$ cat config.mk
export PLATFORM = sky130hd
export DESIGN_NAME = prefix_adder_pipe
export DESIGN_NICKNAME = d
export VERILOG_FILES = /design/src/rtl/prefix_adder_pipe.sv
export SDC_FILE = /design/constraint.sdc
export NUM_CORES = 1
export LEC_CHECK = 0
export CELL_PAD_IN_SITES_DETAIL_PLACEMENT = 0
export CELL_PAD_IN_SITES_GLOBAL_PLACEMENT = 1
export CORE_MARGIN = 2
export CORE_UTILIZATION = 48
export CTS_CLUSTER_DIAMETER = 30
export CTS_CLUSTER_SIZE = 30
export DETAILED_ROUTE_END_ITERATION = 8
export GPL_ROUTABILITY_DRIVEN = 0
export MAX_ROUTING_LAYER = met4
export PLACE_DENSITY_LB_ADDON = 0.15
export SETUP_SLACK_MARGIN = 0.02
export SLEW_MARGIN = 20
export SYNTH_ARGS = -nofsm -noshare
export SYNTH_HDL_FRONTEND = slang
export SYNTH_SLANG_ARGS = --single-unit
$ cat constraint.sdc
create_clock -name clk -period 6.4 [get_ports clk]
set_input_delay 1.6 -clock clk [delete_from_list [all_inputs] [get_ports clk]]
set_output_delay 1.6 -clock clk [all_outputs]
set_load 0.01 [all_outputs]
$ cat src/rtl/prefix_adder_pipe.sv
`default_nettype none
// ============================================================================
// prefix_adder_pipe : 3-stage pipelined group Kogge-Stone adder/subtractor
// rev 1.0
// ============================================================================
module prefix_adder_pipe #(
  parameter int WIDTH     = 32,
  parameter int GROUPSIZE = 4,
  parameter int TAG_W     = 4
) (
  input  logic             clk,
  input  logic             rst_n,
  input  logic             flush,
  input  logic             in_valid,
  output logic             in_ready,
  input  logic [WIDTH-1:0] in_a,
  input  logic [WIDTH-1:0] in_b,
  input  logic             in_cin,
  input  logic             in_sub,
  input  logic [TAG_W-1:0] in_tag,
  output logic             out_valid,
  input  logic             out_ready,
  output logic [WIDTH-1:0] out_sum,
  output logic             out_cout,
  output logic             out_ovf,
  output logic             out_zero,
  output logic [TAG_W-1:0] out_tag
);

  localparam int NG    = WIDTH / GROUPSIZE;
  localparam int LOGNG = $clog2(NG);

  // --------------------------------------------------------------------------
  // Handshake and valid bits
  // --------------------------------------------------------------------------
  logic v1_q, v2_q, v3_q;
  logic load1, load2, load3;

  // A stage may load when empty or when its occupant leaves this cycle.
  assign load3    = !v3_q || out_ready;
  assign load2    = !v2_q || load3;
  assign load1    = !v1_q || load2;
  assign in_ready = load1;

  always_ff @(posedge clk or negedge rst_n) begin
    if (!rst_n) begin
      v1_q <= 1'b0;
      v2_q <= 1'b0;
      v3_q <= 1'b0;
    end else if (flush) begin
      v1_q <= 1'b0;
      v2_q <= 1'b0;
      v3_q <= 1'b0;
    end else begin
      if (load1) v1_q <= in_valid;
      if (load2) v2_q <= v1_q;
      if (load3) v3_q <= v2_q;
    end
  end

  // --------------------------------------------------------------------------
  // S1: operand conditioning, bit p/g and group G/P
  // --------------------------------------------------------------------------
  logic [WIDTH-1:0] b_eff;
  logic             c0_d;
  logic [WIDTH-1:0] p1_d, g1_d;
  logic [NG-1:0]    gg1_d, gp1_d;

  assign b_eff = in_sub ? ~in_b : in_b;
  assign c0_d  = in_sub ^ in_cin;
  assign p1_d  = in_a ^ b_eff;
  assign g1_d  = in_a & b_eff;

  always_comb begin
    logic g_acc;
    logic p_acc;
    gg1_d = '0;
    gp1_d = '0;
    g_acc = 1'b0;
    p_acc = 1'b1;
    for (int gi = 0; gi < NG; gi++) begin
      g_acc = 1'b0;
      p_acc = 1'b1;
      for (int bi = 0; bi < GROUPSIZE; bi++) begin
        g_acc = g1_d[gi*GROUPSIZE+bi] | (p1_d[gi*GROUPSIZE+bi] & g_acc);
        p_acc = p_acc & p1_d[gi*GROUPSIZE+bi];
      end
      gg1_d[gi] = g_acc;
      gp1_d[gi] = p_acc;
    end
  end

  logic [WIDTH-1:0] p1_q, g1_q;
  logic [NG-1:0]    gg1_q, gp1_q;
  logic             c01_q, amsb1_q, bmsb1_q;
  logic [TAG_W-1:0] tag1_q;

  always_ff @(posedge clk or negedge rst_n) begin
    if (!rst_n) begin
      p1_q    <= '0;
      g1_q    <= '0;
      gg1_q   <= '0;
      gp1_q   <= '0;
      c01_q   <= 1'b0;
      amsb1_q <= 1'b0;
      bmsb1_q <= 1'b0;
      tag1_q  <= '0;
    end else if (load1 && in_valid) begin
      p1_q    <= p1_d;
      g1_q    <= g1_d;
      gg1_q   <= gg1_d;
      gp1_q   <= gp1_d;
      c01_q   <= c0_d;
      amsb1_q <= in_a[WIDTH-1];
      bmsb1_q <= b_eff[WIDTH-1];
      tag1_q  <= in_tag;
    end
  end

  // --------------------------------------------------------------------------
  // S2: Kogge-Stone prefix over groups
  // --------------------------------------------------------------------------
  logic [NG-1:0] kg [0:LOGNG];
  logic [NG-1:0] kp [0:LOGNG-1];
  logic [NG:0]   gc_d;

  always_comb begin
    for (int l = 0; l <= LOGNG; l++) kg[l] = '0;
    for (int l = 0; l < LOGNG; l++)  kp[l] = '0;
    // Carry-in is absorbed into group 0 so every prefix G is a true carry.
    kg[0]    = gg1_q;
    kg[0][0] = gg1_q[0] | (gp1_q[0] & c01_q);
    kp[0]    = gp1_q;
    kp[0][0] = 1'b0;
    for (int l = 0; l < LOGNG; l++) begin
      for (int i = 0; i < NG; i++) begin
        if (i >= (1 << l)) begin
          kg[l+1][i] = kg[l][i] | (kp[l][i] & kg[l][i-(1<<l)]);
          if (l + 1 < LOGNG) kp[l+1][i] = kp[l][i] & kp[l][i-(1<<l)];
        end else begin
          kg[l+1][i] = kg[l][i];
          if (l + 1 < LOGNG) kp[l+1][i] = kp[l][i];
        end
      end
    end
    gc_d[0] = c01_q;
    for (int i = 0; i < NG; i++) gc_d[i+1] = kg[LOGNG][i];
  end

  logic [WIDTH-1:0] p2_q, g2_q;
  logic [NG:0]      gc2_q;
  logic             amsb2_q, bmsb2_q;
  logic [TAG_W-1:0] tag2_q;

  always_ff @(posedge clk or negedge rst_n) begin
    if (!rst_n) begin
      p2_q    <= '0;
      g2_q    <= '0;
      gc2_q   <= '0;
      amsb2_q <= 1'b0;
      bmsb2_q <= 1'b0;
      tag2_q  <= '0;
    end else if (load2 && v1_q) begin
      p2_q    <= p1_q;
      g2_q    <= g1_q;
      gc2_q   <= gc_d;
      amsb2_q <= amsb1_q;
      bmsb2_q <= bmsb1_q;
      tag2_q  <= tag1_q;
    end
  end

  // --------------------------------------------------------------------------
  // S3: in-group ripple, sum and flags
  // --------------------------------------------------------------------------
  logic [WIDTH-1:0] carry3;
  logic [WIDTH-1:0] sum3_d;
  logic             cout3_d, ovf3_d, zero3_d;

  always_comb begin
    logic c;
    carry3 = '0;
    c      = 1'b0;
    for (int gi = 0; gi < NG; gi++) begin
      c = gc2_q[gi];
      for (int bi = 0; bi < GROUPSIZE; bi++) begin
        carry3[gi*GROUPSIZE+bi] = c;
        c = g2_q[gi*GROUPSIZE+bi] | (p2_q[gi*GROUPSIZE+bi] & c);
      end
    end
  end

  assign sum3_d  = p2_q ^ carry3;
  assign cout3_d = gc2_q[NG];
  assign ovf3_d  = (amsb2_q == bmsb2_q) && (sum3_d[WIDTH-1] != amsb2_q);
  assign zero3_d = ~|sum3_d;

  logic [WIDTH-1:0] sum3_q;
  logic             cout3_q, ovf3_q, zero3_q;
  logic [TAG_W-1:0] tag3_q;

  always_ff @(posedge clk or negedge rst_n) begin
    if (!rst_n) begin
      sum3_q  <= '0;
      cout3_q <= 1'b0;
      ovf3_q  <= 1'b0;
      zero3_q <= 1'b0;
      tag3_q  <= '0;
    end else if (load3 && v2_q) begin
      sum3_q  <= sum3_d;
      cout3_q <= cout3_d;
      ovf3_q  <= ovf3_d;
      zero3_q <= zero3_d;
      tag3_q  <= tag2_q;
    end
  end

  assign out_valid = v3_q;
  assign out_sum   = sum3_q;
  assign out_cout  = cout3_q;
  assign out_ovf   = ovf3_q;
  assign out_zero  = zero3_q;
  assign out_tag   = tag3_q;

endmodule
`default_nettype wire

==> results by group <==
Run status
  – Outcome: finished clean

Pwr
  – Internal Power: 2.655 mW
  – Reported leakage power: 5.301 nW
  – Net switching power: 1.043 mW
  – Power density relative to cell area: 343.9 nW/um^2
  – Seq pwr share: 44.3%
  – Fraction of power consumed by combinational cells: 26.0%
  – Total design power: 3.697 mW
  – Worst-case vdd ir drop: 234.4 uV
  – Proportion of power drawn by the clock network: 29.7%
  – Switching share of total power: 28.21%

Timing
  – Smallest hold slack: 464.3 ps
  – Crit path time final: 4543 ps
  – Portion of the clock cycle consumed by the worst path in the final layout: 70.99%
  – Max-slew violation count: 0
  – Max transition margin: 33.32%
  – Final sum of negative setup slack: 0 ps
  – Skew final: 8.303 ps
  – Final setup vio count: 0
  – RSZ-0062 raised after global routing: no
  – Slew at the pin closest to its max-slew limit: 996.5 ps
  – Fmax: 220.1 MHz
  – Fin. Hold Viols: 0

Die
  – I/O pin count: 116
  – Count of standard-cell rows: 49
  – Chip Height: 139.7 um
  – Core area: 18020 um^2
  – Initial standard-cell utilization of the core: 49.05%
  – Die span in x: 139.7 um
  – Total Die Area: 19520 um^2

Yosys
  – Proportion of synthesized chip area in sequential cells: 54.34%
  – Synth warnings: 0
  – Most area-consuming cells after synthesis: sky130_fd_sc_hd__dfrtp_1 54%, sky130_fd_sc_hd__nand2_1 9.6%, sky130_fd_sc_hd__mux2_2 9.4%, sky130_fd_sc_hd__ha_1 7.9%, sky130_fd_sc_hd__xor2_1 4.0%
  – Post-synthesis cell type count: 37
  – Share of the synthesized area in the top cell type: 54.34%
  – Mapped Area: 8841 um^2
  – Synthesized instance count: 779
  – Syn_area_per_cell: 11.35 um^2
  – Net Count, Synth: 910
  – Synth area leader: sky130_fd_sc_hd__dfrtp_1
  – Count of state elements after synthesis: 192

Critical path
  – Crit Path Class: input port to output pin
  – Worst Path Arrival: 2940 ps
  – Path depth of the worst reg2reg path: 9
  – Startpoint class of the critical path: input port
  – Critical Path Start: out_ready
  – Reg2reg start: p2_q[4]$_DFFE_PN0P_
  – WP data required: 4800 ps
  – Minimum setup slack among reg-to-reg paths: 3290 ps
  – FF-to-FF End: out_zero$_DFFE_PN0P_
  – Kind of end point of the critical path: output pin
  – Highest fanout seen on the critical path: 4

Finish
  – Core occupancy in the finished layout: 59.65%
  – Commonest cells after routing, fill and taps aside: 225 x sky130_fd_sc_hd__nand2_1, 192 x sky130_fd_sc_hd__dfrtp_1, 113 x sky130_fd_sc_hd__clkdlybuf4s50_1
  – Post-route cell area: 10750 um^2
  – Fraction of layout instances using a drive strength above 1: 16.83%
  – Number of filler cells placed in the layout: 1500
  – Combined flip-flop and latch cell area: 4805 um^2
  – Count of nets after finishing: 1015
  – Multi-input logic area: 3822 um^2
  – Most common cell after layout, fill and taps aside: sky130_fd_sc_hd__nand2_1
  – Syn-to-layout area delta: 21.61%
  – Number of diodes added for antenna fixing: 0

GRT
  – Number of antenna violations at the first check in global routing: 0
  – First-pass GRT wire length: 31.04 mm
  – Maximum number of pins on one net before global-route repair: 85
  – Aggregate global-route resource usage: 20.67%
  – Global-route congestion overflow total: 0
  – Number of global-route vias before repair: 6042

Clock network
  – Longest Clk Path Bufs: 2
  – Number of H-tree branching levels: 4
  – Number of buffers inserted by hold repair at cts: 0
  – Clk sinks: 192
  – Library cell used as clock root buffer: sky130_fd_sc_hd__clkbuf_16
  – Clock Latency Late Sink: 430 ps
  – TritonCTS clock tree: built
  – Number of clock buffers inserted by TritonCTS: 17
  – Post-cts resize count: 0
  – Number of setup buffers added after CTS: 0
  – Clock input transition at the sequential cells of the worst setup and hold paths: 70 ps

Route
  – Via count of the routed design: 5863
  – Detail Route Antenna Nets: 0
  – Final Routed Wirelength: 18.51 mm
  – DRC violation total after the first TritonRoute iteration: 202
  – Average wire per standard cell: 16.44 um
  – First drt pass iteration count: 6
  – Number of remaining DRC errors: 0
  – Average vias per placed instance: 5.207

Min path
  – Depth of the worst hold-timing path: 2
  – HP Start: g1_q[21]$_DFFE_PN0P_
  – Min-delay worst type: register to register
  – Destination of the worst hold path: g2_q[21]$_DFFE_PN0P_

Place
  – HPWL after detailed placement: 13.27 mm
  – Area after detailed placement: 10130 um^2
  – Port buffer count: 115

Job
  – Max-capacitance violation count: 0
==> how the worst max path moves through the flow <==
stage	to	cells after the start
2_1_floorplan	in_ready	1
3_3_place_gp	in_ready	3
3_5_place_dp	in_ready	3
4_1_cts	in_ready	3
5_1_grt	in_ready	3
6_report	in_ready	3
==> final cells by class <==
cell class | instances | area share (%)
clock inverter | 11 | 1.431
clock buffer | 21 | 4.376
sequential | 192 | 44.69
inverter | 5 | 0.1746
multi-input combinational | 547 | 35.55
timing repair buffer | 121 | 11.11
tap | 229 | 2.665
==> critical path: stages <==
cell and delay [ps]:
sky130_fd_sc_hd__clkdlybuf4s50_1 560, sky130_fd_sc_hd__nand4b_2 220, sky130_fd_sc_hd__clkdlybuf4s50_1 560
==> routing by layer <==
metal	routed length (um)	GRT usage (%)	up-vias	share of wire, %
li1	-	-	2822	-
met1	8641	27.25	2904	47
met2	8942	33.40	117	48
met3	678	3.372	20	3.7
met4	247	5.789	0	1.3
met5	0	-	-	0
==> sequential cells by signal, indices dropped and copies added (netlist names), 4 cells and up <==
| register | cells |
|---|---|
| out_sum | 32 |
| p1_q | 32 |
| p2_q | 32 |
| g1_q | 24 |
| g2_q | 24 |
| gc2_q | 9 |
| gg1_q | 8 |
| gp1_q | 8 |
| out_tag | 4 |
| tag1_q | 4 |
| tag2_q | 4 |
==> synth_stat cells <==
library cell and instances:
sky130_fd_sc_hd__nand4_1 11, sky130_fd_sc_hd__o21ai_1 1, sky130_fd_sc_hd__buf_6 3, sky130_fd_sc_hd__mux2i_1 3
sky130_fd_sc_hd__nand3b_1 1, sky130_fd_sc_hd__a21o_1 23, sky130_fd_sc_hd__a21oi_1 14, sky130_fd_sc_hd__o31ai_2 1
sky130_fd_sc_hd__clkbuf_1 6, sky130_fd_sc_hd__o32ai_1 1, sky130_fd_sc_hd__xor2_1 40, sky130_fd_sc_hd__o31ai_1 1
sky130_fd_sc_hd__buf_1 1, sky130_fd_sc_hd__or3_1 2, sky130_fd_sc_hd__nor4_1 6, sky130_fd_sc_hd__nand4b_2 1
sky130_fd_sc_hd__nand2_2 1, sky130_fd_sc_hd__buf_8 1, sky130_fd_sc_hd__dfrtp_1 192, sky130_fd_sc_hd__ha_1 56
sky130_fd_sc_hd__or2_2 16, sky130_fd_sc_hd__nand3_1 1, sky130_fd_sc_hd__o221ai_1 1, sky130_fd_sc_hd__a211oi_1 1
sky130_fd_sc_hd__a211o_1 1, sky130_fd_sc_hd__inv_1 5, sky130_fd_sc_hd__o21ai_0 28, sky130_fd_sc_hd__mux2_2 74
sky130_fd_sc_hd__mux2_1 1, sky130_fd_sc_hd__nand2_1 226, sky130_fd_sc_hd__buf_4 8, sky130_fd_sc_hd__mux2_4 16
sky130_fd_sc_hd__xnor2_1 2, sky130_fd_sc_hd__o21a_1 1, sky130_fd_sc_hd__nor2_1 15, sky130_fd_sc_hd__and2_1 2
sky130_fd_sc_hd__buf_2 16
==> per-stage QoR <==
| step | instances | worst slack (ps) |
|---|---|---|
| after floorplan | 779 | 2957 |
| after global placement | 1094 | 1851 |
| after detailed placement | 1094 | 1857 |
| after CTS | 1126 | 1845 |
| after global routing | 1126 | 1823 |
| final | 1126 | 1857 |
==> power by group through the flow <==
stage	sequential, mW	combinational [mW]	clock, mW
floorplan	1.67	0.467	0
CTS	1.64	0.976	1.12
detailed placement	1.66	0.968	0
global placement	1.65	0.953	0
global route	1.67	1.06	1.18
finish	1.64	0.960	1.10
==> kinds of logic after synthesis <==
| kind of cell | Yosys count | synth area share [%] |
|---|---|---|
| buf+inv | 40 | 2.646 |
| simple gates | 282 | 13.23 |
| xor+xnor | 42 | 4.161 |
| mux | 94 | 12.61 |
| fa+ha+maj | 56 | 7.925 |
| compound gates | 73 | 5.081 |
| flops | 192 | 54.34 |
Power figures use the tool's default switching activity.
==> patch 1 (same settings) <==
Make the reset (`rst_n`) synchronous in 4 clocked blocks.
--- a/src/rtl/prefix_adder_pipe.sv
+++ b/src/rtl/prefix_adder_pipe.sv
@@ -42,7 +42,7 @@
   assign load1    = !v1_q || load2;
   assign in_ready = load1;
 
-  always_ff @(posedge clk or negedge rst_n) begin
+  always_ff @(posedge clk) begin
     if (!rst_n) begin
       v1_q <= 1'b0;
       v2_q <= 1'b0;
@@ -95,7 +95,7 @@
   logic             c01_q, amsb1_q, bmsb1_q;
   logic [TAG_W-1:0] tag1_q;
 
-  always_ff @(posedge clk or negedge rst_n) begin
+  always_ff @(posedge clk) begin
     if (!rst_n) begin
       p1_q    <= '0;
       g1_q    <= '0;
@@ -152,7 +152,7 @@
   logic             amsb2_q, bmsb2_q;
   logic [TAG_W-1:0] tag2_q;
 
-  always_ff @(posedge clk or negedge rst_n) begin
+  always_ff @(posedge clk) begin
     if (!rst_n) begin
       p2_q    <= '0;
       g2_q    <= '0;
@@ -199,7 +199,7 @@
   logic             cout3_q, ovf3_q, zero3_q;
   logic [TAG_W-1:0] tag3_q;
 
-  always_ff @(posedge clk or negedge rst_n) begin
+  always_ff @(posedge clk) begin
     if (!rst_n) begin
       sum3_q  <= '0;
       cout3_q <= 1'b0;
Function: differs if rst_n is asserted again (counterexample within 4 cycles, from zero or initial values and one cycle with rst_n low); with rst_n held inactive, the same outputs for 4 cycles.
==> patch 1 against the unedited design <==
  * Area after synthesis shrank 7.4%
  * Setup slack gained 0.043 ns
  * Non-clock buffer count grew 2
  * Fmax grew 0.96%
  * Wire length grew 3.9%
  * Sequential cell count is the same
  * Cell area shrank 6.8%
  * Critical path type unchanged
Power is not compared: it rests on default switching activity, and its combinational part moved more than twofold at a synthesized area within 25%.
==> patch 1: results (changes against the unedited design) <==
Finish
  • ANT cells: 0 (unchanged)
  • Layout cells sized above 1: 0.0567 (-0.112)
  • Fillers: 1,606 (+7.1%)
  • Layout Cells excl Fill: 1,331 (+18%)
  • Final nets: 1,230 (+21%)

Drt
  • Routed length per instance: 14.4 µm (-12%)
  • Pre-Repair DR Iteration Count: 5 (-1)
  • Via density per instance: 5.09 (-2.3%)
  • DRT iter0 DRCs: 410 (+100%)

Hold path
  • Min-Delay Path Depth: 2 (unchanged)
  • Hold Path Class: flip-flop to flip-flop

GRT
  • Gr usage total: 0.226 (+0.0193)
  • Vias in the first global route: 6,152 (+1.8%)
  • First-pass GRT wire length: 31,600 µm (+1.9%)
  • Pin count of the biggest net entering global routing: 81 (-4.7%)

Logic synthesis
  • Top area cells in the synthesized netlist: dfxtp_1, nand2_1, a21oi_1, ha_1, xor2_1
  • Synth unique cells: 38 (+2.7%)
  • Compound-Gate Fraction of Synth Area: 0.146 (+0.0957)
  • Post-Synth Adder-Cell Area: 0.0856 (+0.00636)
  • Sequential fraction of the synthesis area: 0.470 (-0.0738)
  • Async S/R FF share, synth: 0 (-1.00)
  • Top cells by count, synth: nand2_1, a21oi_1, dfxtp_1
  • Multiplexer area fraction after synthesis: 0.00122 (-0.125)
  • Synth Instances: 1,021 (+31%)
  • Xor-xnor portion of the synthesized cell area: 0.0439 (+0.00227)

CTS
  • TritonCTS Buffers: 17 (unchanged)
  • H-tree level count: 4 (unchanged)
  • Insertion delay to the later sink of the worst-skew pair: 0.42 ns
  • CTS Buffer Depth: 2 (unchanged)

Placement
  • PortBufs: 115 (unchanged)
  • Detailed placement HPWL: 13,200 µm (-0.46%)

Outcome
  • Status: completed

Power and ir drop
  • Leak: 3.80 nW
  • Worst vdd ir: 196 µV

Timing
  • Max_slew headroom: 0.402 (+0.0687)
  • Clock Skews: 0.00682 ns (-0.00149 ns)

Setup path
  • CP Data Arrival Time: 2.90 ns (-0.04 ns)
-- patch 1: changes by cell type in the layout (fill, tap and decap cells not counted), sizes merged, moves of 11 or more --
| cell | before | now |
|---|---|---|
| mux2 | 91 | 0 |
| a21o | 23 | 0 |
| nand2 | 227 | 346 |
| a21oi | 14 | 201 |
| dfrtp | 192 | 0 |
| nor2 | 15 | 26 |
| dfxtp | 0 | 192 |
-- patch 1: power breakdown --
part / switching (mW) / internal, mW / leakage (nW)
sequential: 0.0256 / 1.24 / 1.56
clock: 0.443 / 0.587 / 0.285
combinational: 0.156 / 0.123 / 1.95
total: 0.624 / 1.95 / 3.80
-- patch 1: cell type report --
type,count,area share
clock buffers,23,0.0497
clock inverters,8,0.00786
inverters,6,0.00250
multi-input cells,759,0.407
flip-flops and latches,192,0.383
well taps,220,0.0275
repair buffers,123,0.122
-- patch 1: layer usage --
layer	GRT usage	vias to the layer above	part of all wire
met5	-	-	0
met4	0.0520	0	0.0079
met3	0.0379	12	0.054
met2	0.297	165	0.40
met1	0.356	3051	0.54
li1	-	3543	-
-- patch 1: worst max-delay path: stages --
cell	delay (ns)
clkdlybuf4s50_1	0.50
nand4b_1	0.22
clkdlybuf4s50_1	0.58
-- patch 1: worst paths after layout --
check	endpoint	from	slack (ns)
max	in_ready	out_ready	1.90
min	g2_q[1]	g2_q[1]	0.45
max reg2reg	out_zero	gc2_q[6]	3.80
min reg2reg	g2_q[1]	g2_q[1]	0.45
-- patch 1: metrics by stage --
stage | worst slack [ns] | instance area, µm²
6_report | 1.90 | 10000
5_1_grt | 1.85 | 10000
4_1_cts | 1.91 | 10000
3_5_place_dp | 1.92 | 9420
3_3_place_gp | 1.94 | 9420
2_1_floorplan | 2.96 | 8180
==> patch 2 (config.mk and constraints unchanged) <==
Made on the original files. Set the parameter `GROUPSIZE` to 16 (it was 4).
--- a/src/rtl/prefix_adder_pipe.sv
+++ b/src/rtl/prefix_adder_pipe.sv
@@ -5,7 +5,7 @@
 // ============================================================================
 module prefix_adder_pipe #(
   parameter int WIDTH     = 32,
-  parameter int GROUPSIZE = 4,
+  parameter int GROUPSIZE = 16,
   parameter int TAG_W     = 4
 ) (
   input  logic             clk,
Function: no difference found for any inputs over 4 cycles, from zero or initial values and one cycle with rst_n low; that may be too few to reach the edited logic, so the function may still have changed.
==> patch 2 against the unedited design <==
  * The flow now finishes with violations (setup timing)
  * Sequential cell count shrank 6
  * Power grew 15%
  * Fmax shrank 32%
  * Area after synthesis shrank 1.1%
  * Cell area grew 4.4%
  * Setup slack lost 2.1 ns
  * Sequential share of layout area shrank 3.2 points
  * Final cell count shrank 13%
  * Core utilization grew 3.0 points
  * Wire length is the same
  * Highest routed layer unchanged
==> patch 2: results (changes against the unedited design) <==
Finish
  • Area taken by multi-input logic gates: 4370 µm² (+14%)
  • Multi-input gates: 399 (-27%)
  • Count of non-CTS inverters in the layout: 6 (+1)
  • Sequential portion of the cell area: 0.415 (-0.0321)
  • Clock buf/inv share: 0.0578 (-0.000316)
  • Fillers: 1,368 (-8.8%)
  • Layout cells sized above 1: 0.377 (+0.209)
  • Nonclk buf count: 127 (+5.0%)

Timing
  • Clock Skews: 0.00819 ns (-0.000109 ns)
  • Final setup vio count: 5 (+5)
  • Total Neg Setup Slack: -0.663 ns (-0.663 ns)
  • Final WS setup: -0.288 ns (-2.14 ns)
  • Hold WS: 0.483 ns (+0.0185 ns)

Placement
  • Placed cells: 944 (-14%)
  • Place WS: -0.602 ns (-2.46 ns)
  • Area after DPL: 10,500 µm² (+3.7%)
  • Detailed placement HPWL: 13,100 µm (-1.4%)

Power and ir drop
  • Worst vdd ir: 269 µV (+15%)
  • Leak: 4.96 nW (-6.4%)
  • PwrDens: 378 nW/µm² (+10%)

Drt
  • Met2 wire length: 8730 µm (-2.4%)
  • Post-Route WL: 18,500 µm (unchanged)
  • Routed length per instance: 18.9 µm (+15%)
  • M1 wire length: 8900 µm (+3.0%)
  • Met3 wire len: 570 µm (-16%)
  • Via density per instance: 5.32 (+2.2%)
  • DRT iter0 DRCs: 177 (-12%)

Outcome
  • Status: finished, violations left
  • Violated checks: setup timing

Setup path
  • Worst setup path end: out_zero
  • Max stage delay cell, worst path: dfrtp_1
  • Crit-path max cell delay: 0.38 ns (-0.18 ns)
  • Crit. Startpoint: p2_q[16]
  • Worst-case reg-to-reg path depth: 33 (+24)

GRT
  • Gr usage total: 0.208 (+0.00128)
  • Pin count of the biggest net entering global routing: 107 (+26%)
  • Met2 usage: 0.319 (-0.0154)
  • Vias in the first global route: 5,678 (-6.0%)
  • First-pass GRT wire length: 30,500 µm (-1.7%)
  • GR met1 Demand/Resource: 0.284 (+0.0111)

Logic synthesis
  • Sequential fraction of the synthesis area: 0.533 (-0.0109)
  • Top cells by count, synth: dfrtp_1, mux2_2, ha_1
  • Synth unique cells: 36 (-2.7%)
  • Synth Instances: 615 (-21%)
  • Top area cells in the synthesized netlist: dfrtp_1, mux2_2, ha_1, mux2_4, xor2_1
  • Syn Area/Cell: 14.2 µm² (+25%)

CTS
  • Post-CTS Setup Inserts: 1 (+1)
  • CTS sink count: 186 (-3.1%)

Hold path
  • Hold Path End: p1_q[30]
  • HP Start: p1_q[30]
## patch 2: changes by cell type after synthesis, sizes merged, moves of 7 or more
cell	delta
a21o	-23
mux2	+78
nand2	-209
nand4	-8
o21ai	-13
or2	+14
xor2	-7
## patch 2: kinds of logic (layout without fill, tap and decap cells)
group	Yosys count	after routing	share of synthesized area
buffers and inverters	30	165	0.0238
AO/OA/AOI/OAI	43	43	0.0306
AND/OR/NAND/NOR	87	87	0.0551
XOR/XNOR	35	35	0.0351
flip-flops	186	186	0.533
adder cells (fa/ha/maj)	62	62	0.0888
multiplexers	172	172	0.234
## patch 2: worst max-delay path, delay by kind of cell (launching register included)
kind	cells	cell delay [ns]
DFF	1	0.38
AOI/OAI and AO/OA	1	0.13
adders and majority gates	15	2.39
and+or+nand+nor	17	3.70
## patch 2: power by group
group | total, mW | internal, mW | switching, mW
clock | 1.15 | 0.695 | 0.456
sequential | 1.66 | 1.47 | 0.191
combinational | 1.43 | 0.892 | 0.541
